**src/rtl/fir_filter_param_if.sv**
```systemverilog
// Sample/coefficient request and filtered-result bus for fir_filter_param.
interface fir_filter_param_if #(
  parameter int unsigned DATA_W = 16
) ();
  logic signed [DATA_W-1:0] sample_data;
  logic                     data_ready;
  logic signed [DATA_W-1:0] fir_coefficient;
  logic                     load_coeff;
  logic                     modwait;
  logic        [DATA_W-1:0] fir_out;
  logic                     out_valid;
  logic                     one_k_samples;
  logic                     err;

  // Source side: drives samples/coefficients, observes results
  modport master (
    output sample_data, data_ready, fir_coefficient, load_coeff,
    input  modwait, fir_out, out_valid, one_k_samples, err
  );

  // Filter side
  modport slave (
    input  sample_data, data_ready, fir_coefficient, load_coeff,
    output modwait, fir_out, out_valid, one_k_samples, err
  );
endinterface

```
**src/rtl/fir_filter_param.sv**
```systemverilog
// NTAPS-tap signed FIR: sequential coefficient load, one MAC per cycle,
// saturated magnitude output and a programmable output counter.
module fir_filter_param #(
  parameter int unsigned DATA_W    = 16,
  parameter int unsigned NTAPS     = 4,
  parameter int unsigned CNT_LIMIT = 1000
) (
  input logic               clk,
  input logic               n_reset,
  fir_filter_param_if.slave bus
);

  localparam int unsigned DW = DATA_W;
  localparam int unsigned IW = $clog2(NTAPS);
  localparam int unsigned AW = 2 * DW + $clog2(NTAPS);
  localparam int unsigned CW = $clog2(CNT_LIMIT + 1);

  typedef enum logic [1:0] {IDLE, LOAD, MAC, DONE} state_t;

  state_t                 state_q, state_d;
  logic signed [DW-1:0]   x_q     [NTAPS];
  logic signed [DW-1:0]   x_d     [NTAPS];
  logic signed [DW-1:0]   coeff_q [NTAPS];
  logic signed [DW-1:0]   coeff_d [NTAPS];
  logic        [IW-1:0]   ptr_q, ptr_d;
  logic        [IW-1:0]   idx_q, idx_d;
  logic signed [AW-1:0]   acc_q, acc_d;
  logic        [CW-1:0]   cnt_q, cnt_d;
  logic                   dr_q, lc_q;
  logic                   modwait_q, modwait_d;
  logic        [DW-1:0]   fir_out_q, fir_out_d;
  logic                   out_valid_q, out_valid_d;
  logic                   one_k_q, one_k_d;
  logic                   err_q, err_d;

  logic                   dr_rise_c, lc_rise_c;
  logic signed [2*DW-1:0] prod_c;
  logic signed [AW-1:0]   y_c;
  logic signed [AW:0]     y_ext_c;
  logic        [AW:0]     mag_c;
  logic                   sat_c;
  logic        [CW-1:0]   cnt_inc_c;

  // Rising-edge requests; a held level is a single request
  assign dr_rise_c = bus.data_ready & ~dr_q;
  assign lc_rise_c = bus.load_coeff & ~lc_q;

  // Current tap product and scaled, saturated magnitude of the accumulator
  assign prod_c    = x_q[idx_q] * coeff_q[idx_q];
  assign y_c       = acc_q >>> (DW - 1);
  assign y_ext_c   = (AW + 1)'(y_c);
  assign mag_c     = y_ext_c[AW] ? (AW + 1)'(-y_ext_c) : (AW + 1)'(y_ext_c);
  assign sat_c     = |mag_c[AW:DW];
  assign cnt_inc_c = cnt_q + CW'(1);

  // State register and datapath registers
  always_ff @(posedge clk or negedge n_reset) begin
    if (!n_reset) begin
      state_q     <= IDLE;
      for (int i = 0; i < int'(NTAPS); i++) begin
        x_q[i]     <= '0;
        coeff_q[i] <= '0;
      end
      ptr_q       <= '0;
      idx_q       <= '0;
      acc_q       <= '0;
      cnt_q       <= '0;
      dr_q        <= 1'b0;
      lc_q        <= 1'b0;
      modwait_q   <= 1'b0;
      fir_out_q   <= '0;
      out_valid_q <= 1'b0;
      one_k_q     <= 1'b0;
      err_q       <= 1'b0;
    end else begin
      state_q     <= state_d;
      x_q         <= x_d;
      coeff_q     <= coeff_d;
      ptr_q       <= ptr_d;
      idx_q       <= idx_d;
      acc_q       <= acc_d;
      cnt_q       <= cnt_d;
      dr_q        <= bus.data_ready;
      lc_q        <= bus.load_coeff;
      modwait_q   <= modwait_d;
      fir_out_q   <= fir_out_d;
      out_valid_q <= out_valid_d;
      one_k_q     <= one_k_d;
      err_q       <= err_d;
    end
  end

  // Next-state and output logic
  always_comb begin
    state_d     = state_q;
    x_d         = x_q;
    coeff_d     = coeff_q;
    ptr_d       = ptr_q;
    idx_d       = idx_q;
    acc_d       = acc_q;
    cnt_d       = cnt_q;
    fir_out_d   = fir_out_q;
    out_valid_d = 1'b0;
    one_k_d     = 1'b0;
    err_d       = err_q;

    case (state_q)
      IDLE: begin
        // modwait lingers one cycle after DONE; requests then are still dropped
        if (modwait_q) begin
          if (dr_rise_c || lc_rise_c) err_d = 1'b1;
        end else if (lc_rise_c) begin
          state_d = LOAD;
          if (dr_rise_c) err_d = 1'b1;
        end else if (dr_rise_c) begin
          state_d = MAC;
          x_d[0]  = bus.sample_data;
          for (int i = 1; i < int'(NTAPS); i++) x_d[i] = x_q[i-1];
          acc_d   = '0;
          idx_d   = '0;
          err_d   = 1'b0;
        end
      end
      LOAD: begin
        coeff_d[ptr_q] = bus.fir_coefficient;
        ptr_d          = (ptr_q == IW'(NTAPS - 1)) ? IW'(0) : ptr_q + IW'(1);
        if (ptr_q == IW'(0)) cnt_d = '0;
        if (dr_rise_c || lc_rise_c) err_d = 1'b1;
        state_d        = IDLE;
      end
      MAC: begin
        acc_d = acc_q + AW'(prod_c);
        if (idx_q == IW'(NTAPS - 1)) begin
          idx_d   = '0;
          state_d = DONE;
        end else begin
          idx_d = idx_q + IW'(1);
        end
        if (dr_rise_c || lc_rise_c) err_d = 1'b1;
      end
      DONE: begin
        fir_out_d   = sat_c ? '1 : mag_c[DW-1:0];
        err_d       = err_q | sat_c | dr_rise_c | lc_rise_c;
        out_valid_d = 1'b1;
        if (cnt_inc_c == CW'(CNT_LIMIT)) begin
          cnt_d   = '0;
          one_k_d = 1'b1;
        end else begin
          cnt_d = cnt_inc_c;
        end
        state_d     = IDLE;
      end
      default: state_d = IDLE;
    endcase

    modwait_d = (state_d != IDLE) || (state_q == DONE);
  end

  assign bus.modwait       = modwait_q;
  assign bus.fir_out       = fir_out_q;
  assign bus.out_valid     = out_valid_q;
  assign bus.one_k_samples = one_k_q;
  assign bus.err           = err_q;

endmodule
```
**src/flat_wrapper.sv**
```systemverilog
// flat-port wrapper written by rule: the top's interface ports become plain ports
module fir_filter_param_flat 
#(
  parameter int unsigned DATA_W    = 16,
  parameter int unsigned NTAPS     = 4,
  parameter int unsigned CNT_LIMIT = 1000
)
  (clk, n_reset, bus_sample_data, bus_data_ready, bus_fir_coefficient, bus_load_coeff, bus_modwait, bus_fir_out, bus_out_valid, bus_one_k_samples, bus_err);
  fir_filter_param_if #(.DATA_W(DATA_W)) bus_i ();
  input logic clk;
  input logic n_reset;
  input wire logic [$bits(bus_i.sample_data)-1:0] bus_sample_data;
  input wire logic [$bits(bus_i.data_ready)-1:0] bus_data_ready;
  input wire logic [$bits(bus_i.fir_coefficient)-1:0] bus_fir_coefficient;
  input wire logic [$bits(bus_i.load_coeff)-1:0] bus_load_coeff;
  output wire logic [$bits(bus_i.modwait)-1:0] bus_modwait;
  output wire logic [$bits(bus_i.fir_out)-1:0] bus_fir_out;
  output wire logic [$bits(bus_i.out_valid)-1:0] bus_out_valid;
  output wire logic [$bits(bus_i.one_k_samples)-1:0] bus_one_k_samples;
  output wire logic [$bits(bus_i.err)-1:0] bus_err;
  assign bus_i.sample_data = bus_sample_data;
  assign bus_i.data_ready = bus_data_ready;
  assign bus_i.fir_coefficient = bus_fir_coefficient;
  assign bus_i.load_coeff = bus_load_coeff;
  assign bus_modwait = bus_i.modwait;
  assign bus_fir_out = bus_i.fir_out;
  assign bus_out_valid = bus_i.out_valid;
  assign bus_one_k_samples = bus_i.one_k_samples;
  assign bus_err = bus_i.err;
  fir_filter_param #(.DATA_W(DATA_W), .NTAPS(NTAPS), .CNT_LIMIT(CNT_LIMIT)) u_core (.clk(clk), .n_reset(n_reset), .bus(bus_i));
endmodule
```
**config.mk**
```make
export PLATFORM = sky130hd
export DESIGN_NAME = fir_filter_param_flat
export DESIGN_NICKNAME = d
export VERILOG_FILES = /design/src/rtl/fir_filter_param_if.sv /design/src/rtl/fir_filter_param.sv /design/src/flat_wrapper.sv
export SDC_FILE = /design/constraint.sdc
export NUM_CORES = 1
export LEC_CHECK = 0
export ABC_AREA = 1
export CAP_MARGIN = 20
export CORE_UTILIZATION = 35
export CTS_CLUSTER_SIZE = 40
export DETAILED_ROUTE_END_ITERATION = 6
export GPL_ROUTABILITY_DRIVEN = 1
export PLACE_DENSITY = 0.48
export SLEW_MARGIN = 20
export SYNTH_ARGS = -nofsm -noshare
export SYNTH_HDL_FRONTEND = slang
export SYNTH_SLANG_ARGS = --single-unit
```
**constraint.sdc**
```tcl
create_clock -name clk -period 19.3 [get_ports clk]
set_input_delay 2.895 -clock clk [delete_from_list [all_inputs] [get_ports clk]]
set_output_delay 2.895 -clock clk [all_outputs]
set_load 0.02 [all_outputs]
```
==> impl_metrics.tcl <==
set metrics [dict create \
    ios 56 \
    critPathCaptureType "flip-flop" \
    grt_pass1_vias 17200 \
    cts_tree "yes" \
    die_x_um 248 \
    crit_required_ps 19690 \
    wl_met1_um 26500 \
    period_needed_ps 8480 \
    startpoint_type "flip-flop" \
    synth-edff-count 0 \
    worstSkewPairLatency_ps 500 \
    grt_pass1_wl_um 95900 \
    routedWlPerCell_um 17.2 \
    ctsHoldBuffers 0 \
    final_common_cell "nand2_1" \
    synth.avg_cell_area_um2 8.31 \
    cts.path.max_buffers 2 \
    port_buffers 55 \
    finalCritPeriodShare_pct 43.9 \
    critPathLaunch "u_core.idx_q[0]" \
    dp_hpwl_um 46100 \
    grt_usage_pct 20.4 \
    drc_errors 0 \
    rsz0062_at_grt "false" \
    syn_area_um2 21200 \
    numCtsBuffers 17 \
    tightest_slew_ps 1070 \
    ys_seq_area_share_pct 23.6 \
    tns_ps 0 \
    min_from "u_core.x_q[0]" \
    cp_slowest_stage_delay_ps 880 \
    yosysWarnings 0 \
    grt_overflow_total 0 \
    crit_arrival_ps 8870 \
    cts-resized-gates 0 \
    r2r_slack_ps 10820 \
    worstReg2RegEnd "u_core.acc_q[31]" \
    syn2layout_area_growth_pct 8.57 \
    synthSimpleGateAreaFrac_pct 18.9 \
    antenna_found_initial 0 \
    async_flop_share_pct 100 \
    synth_compound_area_share_pct 9.19 \
    finalInstanceArea_um2 23100 \
    syn_inst 2556 \
    top_layer "met4" \
    h-tree-depth 4 \
    rows 89 \
    most-common-layout-cells "nand2_1, inv_1, fa_1" \
    n_fill_cell 6205 \
    synthesis.nets 3010 \
    cpMostUsedCell "inv_1" \
    fin_skew_ps 18.4 \
    synth_top_flop_cell "dfrtp_1" \
    hold_viol_final 0 \
    antenna_cells 0 \
    ant_nets 0 \
    drt_first_pass_iters 6 \
    max-slew-margin-rel_pct 28.5 \
    drv_slew 0 \
    globalplace.congestion 0.891 \
    outcome "finished, final reports clean" \
    multi_input_area_um2 13700 \
    worstPathMaxFanout 49 \
    routed-wl-met2_um 28000 \
    synth_top_family_by_area "adder cells" \
    ys_types 48 \
    clk_pin_slew_ps 90 \
    critical_path_class "flip-flop to flip-flop" \
    fmax_mhz 118 \
    die_h_um 248 \
    placed_cell_area_um2 22400 \
    fp.dieArea_um2 61700 \
    synth.area.top_cells "fa_1, dfrtp_1, nand2_1, inv_1, ha_1" \
    rr_startpoint "u_core.idx_q[0]" \
    synth_top_area_share_pct 28.8 \
    fin_nets 3025 \
    maxCapViolations 0 \
    initial_core_util_pct 35.7 \
    synth-xor-area-share_pct 1.07 \
    yosys.area.top_type "fa_1" \
    synth_mux_area_share_pct 0 \
    synthAdderAreaFrac_pct 35.4 \
    viasPerCell 4.84 \
    postCtsSetupBuffers 0 \
    synth_seq_cells 200 \
    drive_gt1_share_pct 5.42 \
    grt_max_degree 81 \
    seq_area_um2 5010 \
    finalSetupViolCount 0 \
    wl_met3_um 2100 \
    endpoint "u_core.acc_q[31]" \
    drt_iter0_drc 1086 \
    critPathSlowestCell "dfrtp_2" \
    wl_um 57700 \
    min_path_type "flip-flop to flip-flop" \
    vias 16200 \
    r2r_cells 29 \
    root_buffer "clkbuf_16" \
    core-area_um2 59500 \
    cts_sinks 200 \
]
through the flow:
stage               setup WS (ps)  instances  hold slack (ps)  utilization, %
floorplan                   13090       2556              449               -
global placement            11070       3325              462            37.7
detailed placement          10940       3325              466            37.7
CTS                         10900       3357              488            38.8
global route                10260       3357              500            38.8
finish                      10820       3357              486            38.8
cells by family (layout without fill, tap and decap cells):
group	Yosys count	count (layout)
buffers and inverters	622	650
xor gates and xnor gates	26	26
DFF	200	200
AOI/OAI and AO/OA	295	295
and+or+nand+nor	995	995
adders and majority gates	418	418
layer usage:
metal,GRT usage [%],up-vias
li1,-,7720
met1,28.1,8172
met2,33.9,302
met3,2.28,45
met4,5.77,0
met5,0,-
cells in the mapped netlist (all sizes together) (24+ instances only):
cell type	instances
a32oi	30
ha	113
a21oi	75
dfrtp	200
fa	305
buf	55
inv	541
nand3	55
nand2	658
clkbuf	24
nor2	252
o21ai	149
worst min path at each step:
stage,to,slack (ps),cells past startpoint
after floorplan,u_core.x_q[0],450,2
after global placement,u_core.x_q[12],460,2
after detailed placement,u_core.x_q[3],470,2
after CTS,u_core.x_q[3],490,2
after global routing,u_core.coeff_q[23],500,2
final,u_core.x_q[0],490,2
state kept, by name, summed over array words and instances (netlist names):
name                      flops
u_core.idx_q                  2
u_core.x_q                   64
u_core.ptr_q                  2
u_core.state_q                2
u_core.bus.one_k_samples      1
u_core.lc_q                   1
u_core.bus.modwait            1
u_core.dr_q                   1
u_core.acc_q                 34
u_core.bus.err                1
u_core.coeff_q               64
u_core.bus.fir_out           16
u_core.cnt_q                 10
u_core.bus.out_valid          1
critical path: cells and delay by family, from the launching register on:
family | cells | cell delay [ps]
DFF | 1 | 880
buffers and inverters | 9 | 1640
adders and majority gates | 7 | 3790
and+or+nand+nor | 13 | 1970
final cells by class:
class	instances	share of cell area (%)
clock buffers	18	1.86
repair buffers	75	3.06
multi-input cells	1734	59.5
well taps	773	4.19
clock inverters	14	0.803
flip-flops and latches	200	21.7
inverters	543	8.87
Power is left out: the tool's default activity adds up to more than one toggle a clock period on the data nets, which glitch-free logic cannot reach.
==> edit 1, RTL diff (config.mk and constraints unchanged) <==
`NTAPS` is set to 4 in 2 places; all go to 8.
--- a/src/rtl/fir_filter_param.sv
+++ b/src/rtl/fir_filter_param.sv
@@ -3,5 +3,5 @@
 module fir_filter_param #(
   parameter int unsigned DATA_W    = 16,
-  parameter int unsigned NTAPS     = 4,
+  parameter int unsigned NTAPS     = 8,
   parameter int unsigned CNT_LIMIT = 1000
 ) (
--- a/src/flat_wrapper.sv
+++ b/src/flat_wrapper.sv
@@ -3,5 +3,5 @@
 #(
   parameter int unsigned DATA_W    = 16,
-  parameter int unsigned NTAPS     = 4,
+  parameter int unsigned NTAPS     = 8,
   parameter int unsigned CNT_LIMIT = 1000
 )
Check against the original RTL: same outputs for any inputs over 4 cycles, from zero or initial values and one cycle with n_reset low; that may be too few to reach the edited logic, so the function may still have changed.
==> edit 1 against the unedited design <==
Critical path type unchanged. Setup slack got worse by 0.081 ns. Synthesized area is 28% higher. Wire length increased by 26%. Sequential cell count grew 131. Design area grew 31%. Critical endpoint is now u_core.acc_q[30]. Clock skew up 0.027 ns.
Power is left out: the tool's default activity adds up to more than one toggle a clock period on the data nets, which glitch-free logic cannot reach.
==> edit 1: results (changes against the unedited design) <==
Status -> finished clean
Yosys cell types -> 45 (-6.3%)
Setup Skew -> 0.0454 ns (+0.0269 ns)
DR pass1 iterations -> 5 (-1)
Post-DR wirelength/cell -> 16.4 µm (-4.4%)
Critical path destination -> u_core.acc_q[30]
WL met3 -> 3340 µm (+59%)
Via count -> 21100 (+30%)
Routed wire length -> 72600 µm (+26%)
Wire length on met1 -> 33700 µm (+27%)
Slowest cell on crit path -> o21ai_1
# H-tree levels -> 2 (-2)
Hold_ws -> 0.479 ns (-0.00728 ns)
Placed cell count -> 4342 (+31%)
Post-Place Setup Slack -> 10.77 ns (-0.172 ns)
Global-route wire length before repair -> 121000 µm (+26%)
Post-DP HPWL -> 53300 µm (+16%)
Largest net degree at the start of global routing -> 99 (+22%)
Initial DRC Count -> 1370 (+26%)
Worst Hold Launch -> u_core.coeff_q[42]
Slew HR -> 25.8% (-2.7 points)
Highest Clock Rate -> 117 MHz (-0.94%)
Worst Path Max Fanout -> 67 (+37%)
Dpl cell area -> 28600 µm² (+28%)
WHS Endpoint -> u_core.coeff_q[42]
Biggest regs -> u_core.coeff_q (128), u_core.x_q (128), u_core.acc_q (35)
Vias in the first global route -> 21600 (+26%)
GRT Total Usage -> 19.5% (-0.87 points)
Sequential share of the synthesized area -> 30.4% (+6.9 points)
Layout cells sized above 1 -> 4.93% (-0.49 points)
[edit 1: changes by cell type in the layout (fill, tap and decap cells not counted), moves of 12 or more]
cell       before  now
o22ai_1        13   45
a21oi_1        75  123
nand2_1       642  801
nor2_1        243  314
nand3_1        48   64
a32oi_2        15    0
clkbuf_16      17   43
o21ai_0       141  359
dfrtp_1       199  329
buf_4          20   32
o21ai_1         6   28
inv_1         516  599
nand2_2        16    1
[edit 1: cell families after synthesis]
kind of cell / synth area share, %
AO/OA/AOI/OAI: 11.9
XOR/XNOR: 0.644
adder cells (fa/ha/maj): 28.1
buffers and inverters: 11.0
flip-flops: 30.4
multiplexers: 0.0827
AND/OR/NAND/NOR: 17.8
[edit 1: per-layer routing]
| layer | track usage (%) | vias up |
|---|---|---|
| met5 | 0 | - |
| met4 | 3.97 | 0 |
| met1 | 26.8 | 10300 |
| li1 | - | 10300 |
| met3 | 3.08 | 67 |
| met2 | 32.5 | 373 |
[edit 1: area by class of cell]
type | instances | area (µm²) | area share, %
multi-input combinational | 2276 | 15900 | 52.9
sequential | 331 | 8290 | 27.5
clock inverter | 20 | 273 | 0.905
tap | 1030 | 1290 | 4.28
clock buffer | 56 | 1210 | 4.03
inverter | 618 | 2320 | 7.71
timing repair buffer | 87 | 796 | 2.64
[edit 1: critical path: cells and delay by family (launching register included)]
| kind | cells | cell delay [ns] |
|---|---|---|
| adder cells (fa/ha/maj) | 7 | 3.85 |
| AO/OA/AOI/OAI | 5 | 1.55 |
| flip-flops | 1 | 0.55 |
| buffers and inverters | 10 | 1.78 |
| AND/OR/NAND/NOR | 7 | 0.68 |
==> edit 2, RTL diff (config.mk and constraints unchanged) <==
Without the edit above. Reset style: synchronous (`n_reset`), changed in one clocked block.
--- a/src/rtl/fir_filter_param.sv
+++ b/src/rtl/fir_filter_param.sv
@@ -55,5 +55,5 @@
 
   // State register and datapath registers
-  always_ff @(posedge clk or negedge n_reset) begin
+  always_ff @(posedge clk) begin
     if (!n_reset) begin
       state_q     <= IDLE;
Behaviour: differs if n_reset is asserted again (counterexample within 4 cycles, from zero or initial values and one cycle with n_reset low); with n_reset held inactive, the same outputs for 4 cycles.
==> edit 2 against the unedited design <==
Wire length grew 4.3%. Synthesized area shrank 4.0%. Worst hold slack got worse by 0.027 ns. Die area fell by 3.9%. Sequential cell count unchanged. Design area is 3.3% lower. Setup slack gained 0.55 ns. Critical endpoint is now u_core.acc_q[30]. Fmax is 6.9% higher.
Power is left out: it rests on default switching activity, and per cell area and clock period it moved more than threefold.
==> edit 2: results (changes against the unedited design) <==
GR Layer Usage met3 -> 3.60% (+1.3 points)
Final slew viol count -> 0 (unchanged)
Setup Skew -> 0.0224 ns (+0.00396 ns)
Yosys cell types -> 48 (unchanged)
Largest stage delay, worst path -> 0.79 ns (-0.09 ns)
RR Startpoint -> u_core.idx_q[0]
Mux cell area share after synthesis -> 0% (unchanged)
Yosys warns -> 0 (unchanged)
Adder-Cell Fraction of Synth Area -> 36.9% (+1.5 points)
Synthesized area per cell -> 7.66 µm² (-7.9%)
WP data arrival -> 8.36 ns (-0.51 ns)
Met2 WL -> 28900 µm (+3.1%)
Via count -> 16800 (+3.3%)
# nets final -> 3122 (+3.2%)
Post-DR wirelength/cell -> 17.5 µm (+1.6%)
Clk root buf -> clkbuf_16
Slew HR -> 32.7% (+4.3 points)
Synth cell count leaders -> 483 x inv_1, 470 x nor2_1, 468 x nand2_1
WL met3 -> 2940 µm (+40%)
Register Area -> 4010 µm² (-20%)
Depth of the most critical reg-to-reg path -> 28 (-3.4%)
Hold_ws -> 0.459 ns (-0.0271 ns)
# setup viols final -> 0 (unchanged)
Filler cells -> 6025 (-2.9%)
Wire length on met1 -> 27300 µm (+3.0%)
Post-synth top flop -> dfxtp_1
WHS Endpoint -> u_core.coeff_q[48]
Met2 Use GR -> 36.0% (+2.1 points)
Setup Fix Bufs, Post-CTS -> 0 (unchanged)
Routed wire length -> 60200 µm (+4.3%)
Global-route wire length before repair -> 97900 µm (+2.2%)
Slowest cell on crit path -> fa_1
IO buf count -> 55 (unchanged)
Status -> finished clean
# H-tree levels -> 4 (unchanged)
Post-synth ARST share -> 0% (-100 points)
Largest net degree at the start of global routing -> 114 (+41%)
Worst min path class -> reg -> reg
Dpl cell area -> 21700 µm² (-3.4%)
Sequential share of the synthesized area -> 19.6% (-3.9 points)
Routability-driven placement congestion ratio -> 0.878 (-1.5%)
CTS Hold Bufs -> 0 (unchanged)
Layout cells sized above 1 -> 4.85% (-0.57 points)
GR Util met1 -> 28.5% (+0.39 points)
Worst-Skew Late Latency -> 0.50 ns (about the same)
Post-CTS sizing -> 0 (unchanged)
Worst Hold Launch -> u_core.coeff_q[48]
Worst Path Max Fanout -> 42 (-14%)
GRT Total Usage -> 21.4% (+1.0 points)
Synth top area cells -> fa_1 30%, dfxtp_1 20%, inv_1 8.9%
Post-Place Setup Slack -> 11.12 ns (+0.170 ns)
Reg clk slew, reported paths -> 0.09 ns (about the same)
Placed cell count -> 3413 (+2.6%)
Post-DP HPWL -> 46600 µm (+1.1%)
Synth Area in XOR/XNOR -> 1.11% (+0.038 points)
DR pass1 iterations -> 7 (+1)
Compound-Gate Fraction of Synth Area -> 10.2% (+1.1 points)
Worst r2r dst -> u_core.acc_q[30]
Initial DRC Count -> 1012 (-6.8%)
edit 2: changes by cell type in the layout (fill, tap and decap cells not counted), moves of 8 or more:
| cell | change |
|---|---|
| a21oi_1 | +65 |
| nor2_1 | +227 |
| dfxtp_1 | +199 |
| nand2_2 | -12 |
| nand2_1 | -174 |
| nand3_1 | +13 |
| a32oi_4 | -8 |
| dfrtp_1 | -199 |
| or2_2 | +11 |
| o22ai_1 | -13 |
| o21ai_0 | +22 |
| o21ai_2 | +9 |
| a32oi_1 | +13 |
| inv_1 | -33 |
edit 2: cell type report:
class                   count  area share, %
clock buffers              17           1.91
well taps                 765           4.29
repair buffers             79           3.26
inverters                 508           8.55
flip-flops and latches    200           18.0
clock inverters            15          0.892
multi-input cells        1862           63.1
edit 2: logic make-up after synthesis:
| family | after synthesis |
|---|---|
| adders and majority gates | 418 |
| and+or+nand+nor | 1055 |
| xor gates and xnor gates | 25 |
| buffers and inverters | 602 |
| AOI/OAI and AO/OA | 364 |
| DFF | 200 |
edit 2: worst max-delay path, delay by kind of cell (launching register included):
| kind | cells | cell delay (ns) |
|---|---|---|
| DFF | 1 | 0.33 |
| adders and majority gates | 7 | 3.71 |
| and+or+nand+nor | 6 | 0.72 |
| AOI/OAI and AO/OA | 5 | 1.23 |
| buffers and inverters | 10 | 1.88 |
edit 2: worst max-delay path by stage:
stage,start,to,slack (ns),depth (start not counted)
after CTS,u_core.idx_q[0],u_core.acc_q[30],11.06,26
after floorplan,u_core.idx_q[0],u_core.acc_q[33],13.08,28
after global placement,u_core.idx_q[0],u_core.acc_q[30],11.19,25
final,u_core.idx_q[0],u_core.acc_q[30],11.37,28
after detailed placement,u_core.idx_q[0],u_core.acc_q[30],11.12,25
after global routing,u_core.idx_q[0],u_core.acc_q[30],10.74,28
